### src/rtl/exu_mdu_pkg.sv
// mdu_pkg: shared types and op-decode helpers for the iterative multiply/divide unit.
//   mdu_op_e    : RV32M/RV64M funct3 encodings
//   mdu_state_e : sequencer states
//   is_div / is_rem / is_signed_a / is_signed_b : op classification helpers
package mdu_pkg;

    typedef enum logic [2:0] {
        OP_MUL    = 3'd0,
        OP_MULH   = 3'd1,
        OP_MULHSU = 3'd2,
        OP_MULHU  = 3'd3,
        OP_DIV    = 3'd4,
        OP_DIVU   = 3'd5,
        OP_REM    = 3'd6,
        OP_REMU   = 3'd7
    } mdu_op_e;

    typedef enum logic [1:0] {
        ST_IDLE = 2'd0,
        ST_CALC = 2'd1,
        ST_DONE = 2'd2
    } mdu_state_e;

    function automatic logic is_div(mdu_op_e op);
        return (op == OP_DIV) || (op == OP_DIVU) || (op == OP_REM) || (op == OP_REMU);
    endfunction

    function automatic logic is_rem(mdu_op_e op);
        return (op == OP_REM) || (op == OP_REMU);
    endfunction

    // rs1 is treated as two's complement
    function automatic logic is_signed_a(mdu_op_e op);
        return (op == OP_MULH) || (op == OP_MULHSU) || (op == OP_DIV) || (op == OP_REM);
    endfunction

    // rs2 is treated as two's complement (MULHSU takes rs2 unsigned)
    function automatic logic is_signed_b(mdu_op_e op);
        return (op == OP_MULH) || (op == OP_DIV) || (op == OP_REM);
    endfunction

endpackage

### src/rtl/exu_mdu_step.sv
// exu_mdu_step: one radix-2 iteration of the shared multiply/divide datapath.
// Purely combinational; the top chains UNROLL of these per clock.
//   div_i  : 1 = restoring divide step, 0 = shift-add multiply step
//   acc_i  : 2*XLEN accumulator. Multiply: {partial product hi, remaining multiplier}.
//            Divide: {partial remainder, remaining dividend / quotient bits}.
//   opd_i  : multiplicand (multiply) or divisor (divide), magnitude form
//   acc_o  : next accumulator; in divide mode the LSB is left 0 for the quotient bit
//   bit_o  : quotient bit produced by this step (0 in multiply mode)
module exu_mdu_step #(
    parameter int XLEN = 32
) (
    input  logic              div_i,
    input  logic [2*XLEN-1:0] acc_i,
    input  logic [XLEN-1:0]   opd_i,
    output logic [2*XLEN-1:0] acc_o,
    output logic              bit_o
);

    logic [XLEN:0] sum;
    logic [XLEN:0] trial;
    logic [XLEN:0] diff;

    always_comb begin
        // multiply: add multiplicand into the high half when the multiplier LSB is set
        sum   = {1'b0, acc_i[2*XLEN-1:XLEN]} + {1'b0, (acc_i[0] ? opd_i : {XLEN{1'b0}})};
        // divide: remainder shifted left with the next dividend bit brought in
        trial = acc_i[2*XLEN-1:XLEN-1];
        diff  = trial - {1'b0, opd_i};
        acc_o = '0;
        bit_o = 1'b0;
        if (div_i) begin
            // partial remainder stays below the divisor, so the MSB of diff is a clean borrow
            bit_o = ~diff[XLEN];
            acc_o = {(bit_o ? diff[XLEN-1:0] : trial[XLEN-1:0]), acc_i[XLEN-2:0], 1'b0};
        end else begin
            acc_o = {sum, acc_i[XLEN-1:1]};
        end
    end

endmodule

### src/rtl/exu_mdu.sv
// exu_mdu: iterative RV32M/RV64M multiply/divide unit.
//   clk_i, rst_i (async, active-high), flush_i (sync kill)
//   req_valid_i/req_ready_o, req_op_i (funct3), req_rs1_i, req_rs2_i : request channel
//   rsp_valid_o/rsp_ready_i, rsp_data_o                              : response channel
//   busy_o : sequencer not idle
// Operands are reduced to magnitudes at accept, XLEN/UNROLL iterations run on an
// unsigned datapath, then one more CALC cycle applies sign/half-select and the
// divide special-case override into the response register.
module exu_mdu
    import mdu_pkg::*;
#(
    parameter int XLEN   = 32,
    parameter int UNROLL = 1
) (
    input  logic            clk_i,
    input  logic            rst_i,
    input  logic            flush_i,
    input  logic            req_valid_i,
    output logic            req_ready_o,
    input  logic [2:0]      req_op_i,
    input  logic [XLEN-1:0] req_rs1_i,
    input  logic [XLEN-1:0] req_rs2_i,
    output logic            rsp_valid_o,
    input  logic            rsp_ready_i,
    output logic [XLEN-1:0] rsp_data_o,
    output logic            busy_o
);

    localparam int ITER = XLEN / UNROLL;
    localparam int CW   = $clog2(ITER);
    localparam int AW   = 2 * XLEN;

    mdu_state_e      state_q, state_d;
    logic [CW-1:0]   cnt_q, cnt_d;
    logic            fin_q, fin_d;
    logic [AW-1:0]   acc_q, acc_d;
    logic [XLEN-1:0] opd_q, opd_d;
    mdu_op_e         op_q, op_d;
    logic            neg_q, neg_d;
    logic            spec_q, spec_d;
    logic [XLEN-1:0] spec_val_q, spec_val_d;
    logic [XLEN-1:0] rsp_data_q, rsp_data_d;

    // ---------------- accept-time operand preparation ----------------
    mdu_op_e         req_op;
    logic            sgn_a, sgn_b, div0, ovf;
    logic [XLEN-1:0] mag_a, mag_b;

    always_comb begin
        req_op = mdu_op_e'(req_op_i);
        sgn_a  = is_signed_a(req_op) & req_rs1_i[XLEN-1];
        sgn_b  = is_signed_b(req_op) & req_rs2_i[XLEN-1];
        // -2^(XLEN-1) negates to itself, which is the correct unsigned magnitude
        mag_a  = sgn_a ? -req_rs1_i : req_rs1_i;
        mag_b  = sgn_b ? -req_rs2_i : req_rs2_i;
        div0   = (req_rs2_i == '0);
        ovf    = is_signed_b(req_op) && is_div(req_op) &&
                 (req_rs1_i == {1'b1, {(XLEN-1){1'b0}}}) && (&req_rs2_i);
    end

    // ---------------- iteration chain ----------------
    logic [UNROLL:0][AW-1:0]   chain;
    logic [UNROLL-1:0][AW-1:0] step_acc;
    logic [UNROLL-1:0]         step_bit;
    logic                      div_mode;

    assign div_mode = is_div(op_q);
    assign chain[0] = acc_q;

    for (genvar g = 0; g < UNROLL; g++) begin : g_step
        exu_mdu_step #(.XLEN(XLEN)) u_step (
            .div_i (div_mode),
            .acc_i (chain[g]),
            .opd_i (opd_q),
            .acc_o (step_acc[g]),
            .bit_o (step_bit[g])
        );
        // quotient bit enters the freed LSB of the dividend half
        assign chain[g+1] = {step_acc[g][AW-1:1], step_acc[g][0] | step_bit[g]};
    end

    // ---------------- exit fixup ----------------
    logic [AW-1:0]   prod;
    logic [XLEN-1:0] quo, rmd, fix_res;

    always_comb begin
        prod = neg_q ? -acc_q : acc_q;
        quo  = neg_q ? -acc_q[XLEN-1:0] : acc_q[XLEN-1:0];
        rmd  = neg_q ? -acc_q[AW-1:XLEN] : acc_q[AW-1:XLEN];
        case (op_q)
            OP_MUL:                        fix_res = prod[XLEN-1:0];
            OP_MULH, OP_MULHSU, OP_MULHU:  fix_res = prod[AW-1:XLEN];
            OP_DIV, OP_DIVU:               fix_res = quo;
            default:                       fix_res = rmd;
        endcase
        if (spec_q) fix_res = spec_val_q;
    end

    // ---------------- sequencer ----------------
    always_comb begin
        state_d    = state_q;
        cnt_d      = cnt_q;
        fin_d      = fin_q;
        acc_d      = acc_q;
        opd_d      = opd_q;
        op_d       = op_q;
        neg_d      = neg_q;
        spec_d     = spec_q;
        spec_val_d = spec_val_q;
        rsp_data_d = rsp_data_q;
        if (flush_i) begin
            state_d = ST_IDLE;
        end else begin
            case (state_q)
                ST_IDLE: begin
                    if (req_valid_i) begin
                        state_d = ST_CALC;
                        cnt_d   = CW'(ITER - 1);
                        fin_d   = 1'b0;
                        op_d    = req_op;
                        if (is_div(req_op)) begin
                            acc_d = {{XLEN{1'b0}}, mag_a};
                            opd_d = mag_b;
                        end else begin
                            acc_d = {{XLEN{1'b0}}, mag_b};
                            opd_d = mag_a;
                        end
                        neg_d      = is_rem(req_op) ? sgn_a : (sgn_a ^ sgn_b);
                        spec_d     = is_div(req_op) && (div0 || ovf);
                        spec_val_d = div0 ? (is_rem(req_op) ? req_rs1_i : {XLEN{1'b1}})
                                          : (is_rem(req_op) ? {XLEN{1'b0}} : req_rs1_i);
                    end
                end
                ST_CALC: begin
                    if (fin_q) begin
                        // accumulator is final; negation/select kept off the iteration path
                        rsp_data_d = fix_res;
                        state_d    = ST_DONE;
                    end else begin
                        acc_d = chain[UNROLL];
                        cnt_d = cnt_q - CW'(1);
                        fin_d = (cnt_q == '0);
                    end
                end
                ST_DONE: begin
                    if (rsp_ready_i) state_d = ST_IDLE;
                end
                default: state_d = ST_IDLE;
            endcase
        end
    end

    always_ff @(posedge clk_i or posedge rst_i) begin
        if (rst_i) begin
            state_q    <= ST_IDLE;
            cnt_q      <= '0;
            fin_q      <= 1'b0;
            acc_q      <= '0;
            opd_q      <= '0;
            op_q       <= OP_MUL;
            neg_q      <= 1'b0;
            spec_q     <= 1'b0;
            spec_val_q <= '0;
            rsp_data_q <= '0;
        end else begin
            state_q    <= state_d;
            cnt_q      <= cnt_d;
            fin_q      <= fin_d;
            acc_q      <= acc_d;
            opd_q      <= opd_d;
            op_q       <= op_d;
            neg_q      <= neg_d;
            spec_q     <= spec_d;
            spec_val_q <= spec_val_d;
            rsp_data_q <= rsp_data_d;
        end
    end

    assign req_ready_o = (state_q == ST_IDLE);
    assign rsp_valid_o = (state_q == ST_DONE);
    assign busy_o      = (state_q != ST_IDLE);
    assign rsp_data_o  = rsp_data_q;

endmodule
### config.mk
export PLATFORM = sky130hd
export DESIGN_NAME = exu_mdu
export DESIGN_NICKNAME = d
export VERILOG_FILES = /design/src/rtl/exu_mdu_pkg.sv /design/src/rtl/exu_mdu_step.sv /design/src/rtl/exu_mdu.sv
export SDC_FILE = /design/constraint.sdc
export NUM_CORES = 1
export LEC_CHECK = 0
export BUFFER_PORTS_ARGS = -buffer_cell sky130_fd_sc_hd__buf_4
export CORE_UTILIZATION = 40
export CTS_CLUSTER_SIZE = 12
export DETAILED_ROUTE_END_ITERATION = 7
export HOLD_SLACK_MARGIN = 0.06
export PLACE_DENSITY_LB_ADDON = 0.15
export SKIP_LAST_GASP = 1
export SLEW_MARGIN = 10
export SYNTH_ARGS = -nofsm -noshare
export SYNTH_HDL_FRONTEND = slang
export SYNTH_SLANG_ARGS = --single-unit
export TNS_END_PERCENT = 5
### constraint.sdc
create_clock -name clk_i -period 7.86 [get_ports clk_i]
set_clock_uncertainty 0.15 [all_clocks]
set_input_delay 1.572 -clock clk_i [delete_from_list [all_inputs] [get_ports clk_i]]
set_output_delay 1.572 -clock clk_i [all_outputs]
set_load 0.02 [all_outputs]
==> results.py <==
metrics = {
    "layout": {
        "fill_cells": 3968,
        "multi_input_area_mm2": 0.0109,
        "antennaDiodeCount": 0,
        "syn_to_final_growth_pct": 10.4,
        "fin_util_pct": 45.3,
        "seq_area_mm2": 0.00433,
        "drive_above_1_share_pct": 9.46,
        "nNetsFinal": 2277,
    },
    "global_routing": {
        "busiest_layer": "met2",
        "grt_pass1_wl_um": 93100,
        "gr-total-overflow": 0,
        "antenna_found_initial": 0,
        "use_met1_pct": 43.2,
        "grt_pass1_vias": 14809,
        "use_met3_pct": 3.13,
        "met2_usage_pct": 46.3,
        "grtUsageTotal_pct": 29.9,
        "grt_max_degree": 99,
    },
    "sta": {
        "rsz0062_at_grt": "no",
        "hold_violations": 0,
        "fin_setup_tns_ns": 0,
        "worstMarginPinSlew_ns": 1.19,
        "fin_crit_ns": 4.68,
        "relSlewSlack_pct": 18.5,
        "drv_slew": 0,
        "finalSetupViolCount": 0,
        "min_period_over_period_pct": 59.6,
        "fmax_mhz": 214,
    },
    "clock_tree": {
        "cts_buffer_depth": 2,
        "path_clk_slew_ns": 0.07,
        "postCtsSetupBuffers": 0,
        "cts-root-buf": "clkbuf_16",
        "clock-sinks": 173,
        "cts_hold_buf": 0,
        "clock_latency_ns": 0.47,
        "cts_tree": "built",
        "numCtsBuffers": 17,
        "cts_resized": 0,
        "htreeDepth": 4,
    },
    "synth": {
        "synth_area_mm2": 0.0160,
        "netlist-cell-type-count": 77,
        "synth_top_area_share_pct": 27.0,
        "ys_ff_latch": 173,
        "yosysWarnings": 0,
        "yosys.area.top_type": "dfrtp_1",
        "netlist_instances": 2131,
        "synth_edf_count": 0,
        "synth.avg_cell_area_um2": 7.52,
        "ys_seq_area_share_pct": 27.0,
        "ys.flop_type": "dfrtp_1",
        "synth_nets": 2276,
        "synthArstFlopShare_pct": 100,
        "synth_area_leaders": "dfrtp_1 (27%), nand2_1 (6.3%), a21oi_1 (5.9%)",
    },
    "critical_path": {
        "crit_path_max_fanout": 28,
        "cp_num_buf_inv": 2,
        "timing_worst_setup_path_type": "register to register",
        "path_cells": "inv_1 -> ha_1 -> fa_1 -> nor2b_1 -> o31a_1 -> o41ai_1 -> o31ai_1 -> a211o_1 -> a211o_1 -> nand3_2 -> buf_4 -> mux2_1 -> nand3_1 -> o311ai_1",
        "crit_top_cell": "a211o_1",
        "reg2reg_setup_slack_ns": 3.18,
        "critical_path.max_stage_delay_ns": 0.62,
        "worst_r2r_path_depth": 14,
        "critPathTopFamily": "compound AO/OA/AOI/OAI gates",
        "cpMaxStageDelayCell": "o41ai_1",
        "worst_setup_path_start_kind": "register",
        "worst_r2r_endpoint": "acc_q[41]",
        "worstPathArrival_ns": 4.85,
        "crit_path_end_kind": "register",
        "required_ns": 8.02,
        "r2r_start": "acc_q[31]",
    },
    "place": {
        "routabilityCongestion": 1.00,
        "dpl.hpwl_um": 47200,
        "portBuffers": 106,
    },
    "die": {
        "io_pins": 107,
        "core-area_mm2": 0.0391,
        "die_y_um": 202,
        "die_area_mm2": 0.0409,
        "fp.dieW_um": 202,
        "std_cell_rows": 72,
        "initial_core_util_pct": 41.0,
    },
    "hold_path": {
        "holdCritStartpoint": "spec_val_q[2]",
        "hp-class": "register to register",
        "holdPathStages": 2,
        "worstHoldEndpoint": "spec_val_q[2]",
    },
    "detailed_routing": {
        "first_iter_violations": 1551,
        "avgRoutedWirePerCell_um": 23.1,
        "drtAntennaViolNets": 0,
        "vias": 16124,
        "drt_wl_total_um": 61400,
        "firstDrtPassIters": 8,
        "viasPerCell": 6.05,
        "drc_errors": 0,
    },
    "power": {
        "power.internal_mw": 2.96,
        "clkPwrFrac_pct": 15.0,
        "p_sw_share_pct": 50.7,
        "irDropWorstVdd_v": 0.000183,
        "power.leakage_nw": 7.75,
        "power.density_mw_per_mm2": 339,
        "p_sw_mw": 3.05,
        "pwr-share-seq_pct": 25.7,
        "power_frac_comb_pct": 59.3,
    },
    "job": {
        "cap_violations": 0,
    },
    "outcome": {
        "status": "complete, no violations",
    },
}
## metrics by stage
stage	std cells	worst slack (ns)	instance area (µm²)	total power, mW	hold slack, ns
2_1_floorplan	2131	1.45	16000	3.99	0.293
3_3_place_gp	2631	2.96	17100	5.02	0.317
3_5_place_dp	2631	2.93	17100	5.03	0.317
4_1_cts	2663	3.18	17700	5.96	0.333
5_1_grt	2663	3.00	17700	6.40	0.363
6_report	2663	3.18	17700	6.00	0.334
## layout by cell type, fill, tap and decap left out, types with 36 or more instances in the layout
cell type and n:
nand2_1 267, inv_1 76, nor2_1 215, mux2i_1 73, a21oi_1 188, nor3_1 40
o21ai_1 69, xnor2_1 95, o21ai_0 145, nand3_1 36, ha_1 71, o31ai_1 57
dfrtp_1 171, buf_4 128, xor2_1 87
## worst reg2reg max path, cell delays in order (launching register included)
cell	delay (ns)
dfrtp_1	0.45
inv_1	0.14
ha_1	0.29
fa_1	0.26
nor2b_1	0.07
o31a_1	0.28
o41ai_1	0.62
o31ai_1	0.26
a211o_1	0.38
a211o_1	0.36
nand3_2	0.22
buf_4	0.45
mux2_1	0.41
nand3_1	0.10
o311ai_1	0.11
## layout make-up
type,instances,area share (%)
multi-input combinational,1734,61.4
sequential,173,24.5
tap,518,3.66
inverter,78,1.68
timing repair buffer,128,5.43
clock buffer,21,2.60
clock inverter,11,0.756
## kinds of logic (layout without fill, tap and decap cells)
kind of cell / count (synthesis) / count (layout) / synth area share, %
AOI/OAI and AO/OA: 674 / 674 / 25.7
xor gates and xnor gates: 182 / 182 / 9.94
adders and majority gates: 73 / 73 / 5.79
buffers and inverters: 224 / 238 / 5.50
DFF: 173 / 173 / 27.0
muxes: 83 / 83 / 5.26
and+or+nand+nor: 722 / 722 / 20.8
## power by group through the flow
stage          Clock [mW]  Combinational (mW)  Sequential, mW
6_report            0.899                3.56            1.54
5_1_grt             0.948                3.89            1.57
4_1_cts             0.913                3.52            1.53
3_5_place_dp            0                3.49            1.54
3_3_place_gp            0                3.47            1.54
2_1_floorplan           0                2.73            1.26
## cell usage after synthesis (5+ instances only)
cell type / instances
or2_2: 5
a31oi_1: 23
and2_1: 8
o31ai_1: 57
o41ai_1: 12
dfrtp_1: 173
or3_1: 25
o21a_1: 9
buf_1: 9
nor4_1: 17
nand2b_1: 16
nor2b_1: 12
o21bai_1: 8
mux2_2: 9
clkbuf_1: 123
mux2i_1: 73
o22ai_1: 15
o211ai_1: 13
nand3b_1: 5
buf_2: 9
nand4_1: 14
a221oi_1: 7
inv_1: 77
o221ai_1: 24
nand3_1: 37
and3_1: 13
xnor2_1: 95
o21ai_1: 68
nor2_1: 217
a211oi_1: 14
or4_1: 17
o21ai_0: 146
ha_1: 71
nor3_1: 41
a211o_1: 5
xor2_1: 87
a21oi_1: 188
nand2_1: 270
nor3b_1: 5
a22oi_1: 21
a21o_1: 30
## sequential cells by signal, indices dropped and copies added (netlist names), 2 cells and up
| register | count |
|---|---|
| rsp_data_o | 32 |
| op_q | 3 |
| state_q | 2 |
| spec_val_q | 32 |
| acc_q | 64 |
| cnt_q | 5 |
| opd_q | 32 |
## layer usage
| layer | routed length (µm) | part of all wire, % |
|---|---|---|
| met5 | 0 | 0 |
| met4 | 1880 | 3.1 |
| met3 | 3470 | 5.7 |
| met2 | 27400 | 45 |
| met1 | 28600 | 47 |
## how the worst max path moves through the flow
stage | slack, ns | startpoint | end | cells past startpoint
6_report | 3.18 | acc_q[31] | acc_q[41] | 14
3_5_place_dp | 2.93 | req_rs1_i[3] | acc_q[29] | 11
4_1_cts | 3.18 | acc_q[31] | acc_q[41] | 14
2_1_floorplan | 1.45 | rst_i | acc_q[0] | 1
3_3_place_gp | 2.96 | req_rs1_i[3] | acc_q[29] | 11
5_1_grt | 3.00 | acc_q[31] | acc_q[41] | 14
No activity file was read; power rests on OpenSTA's default activity.
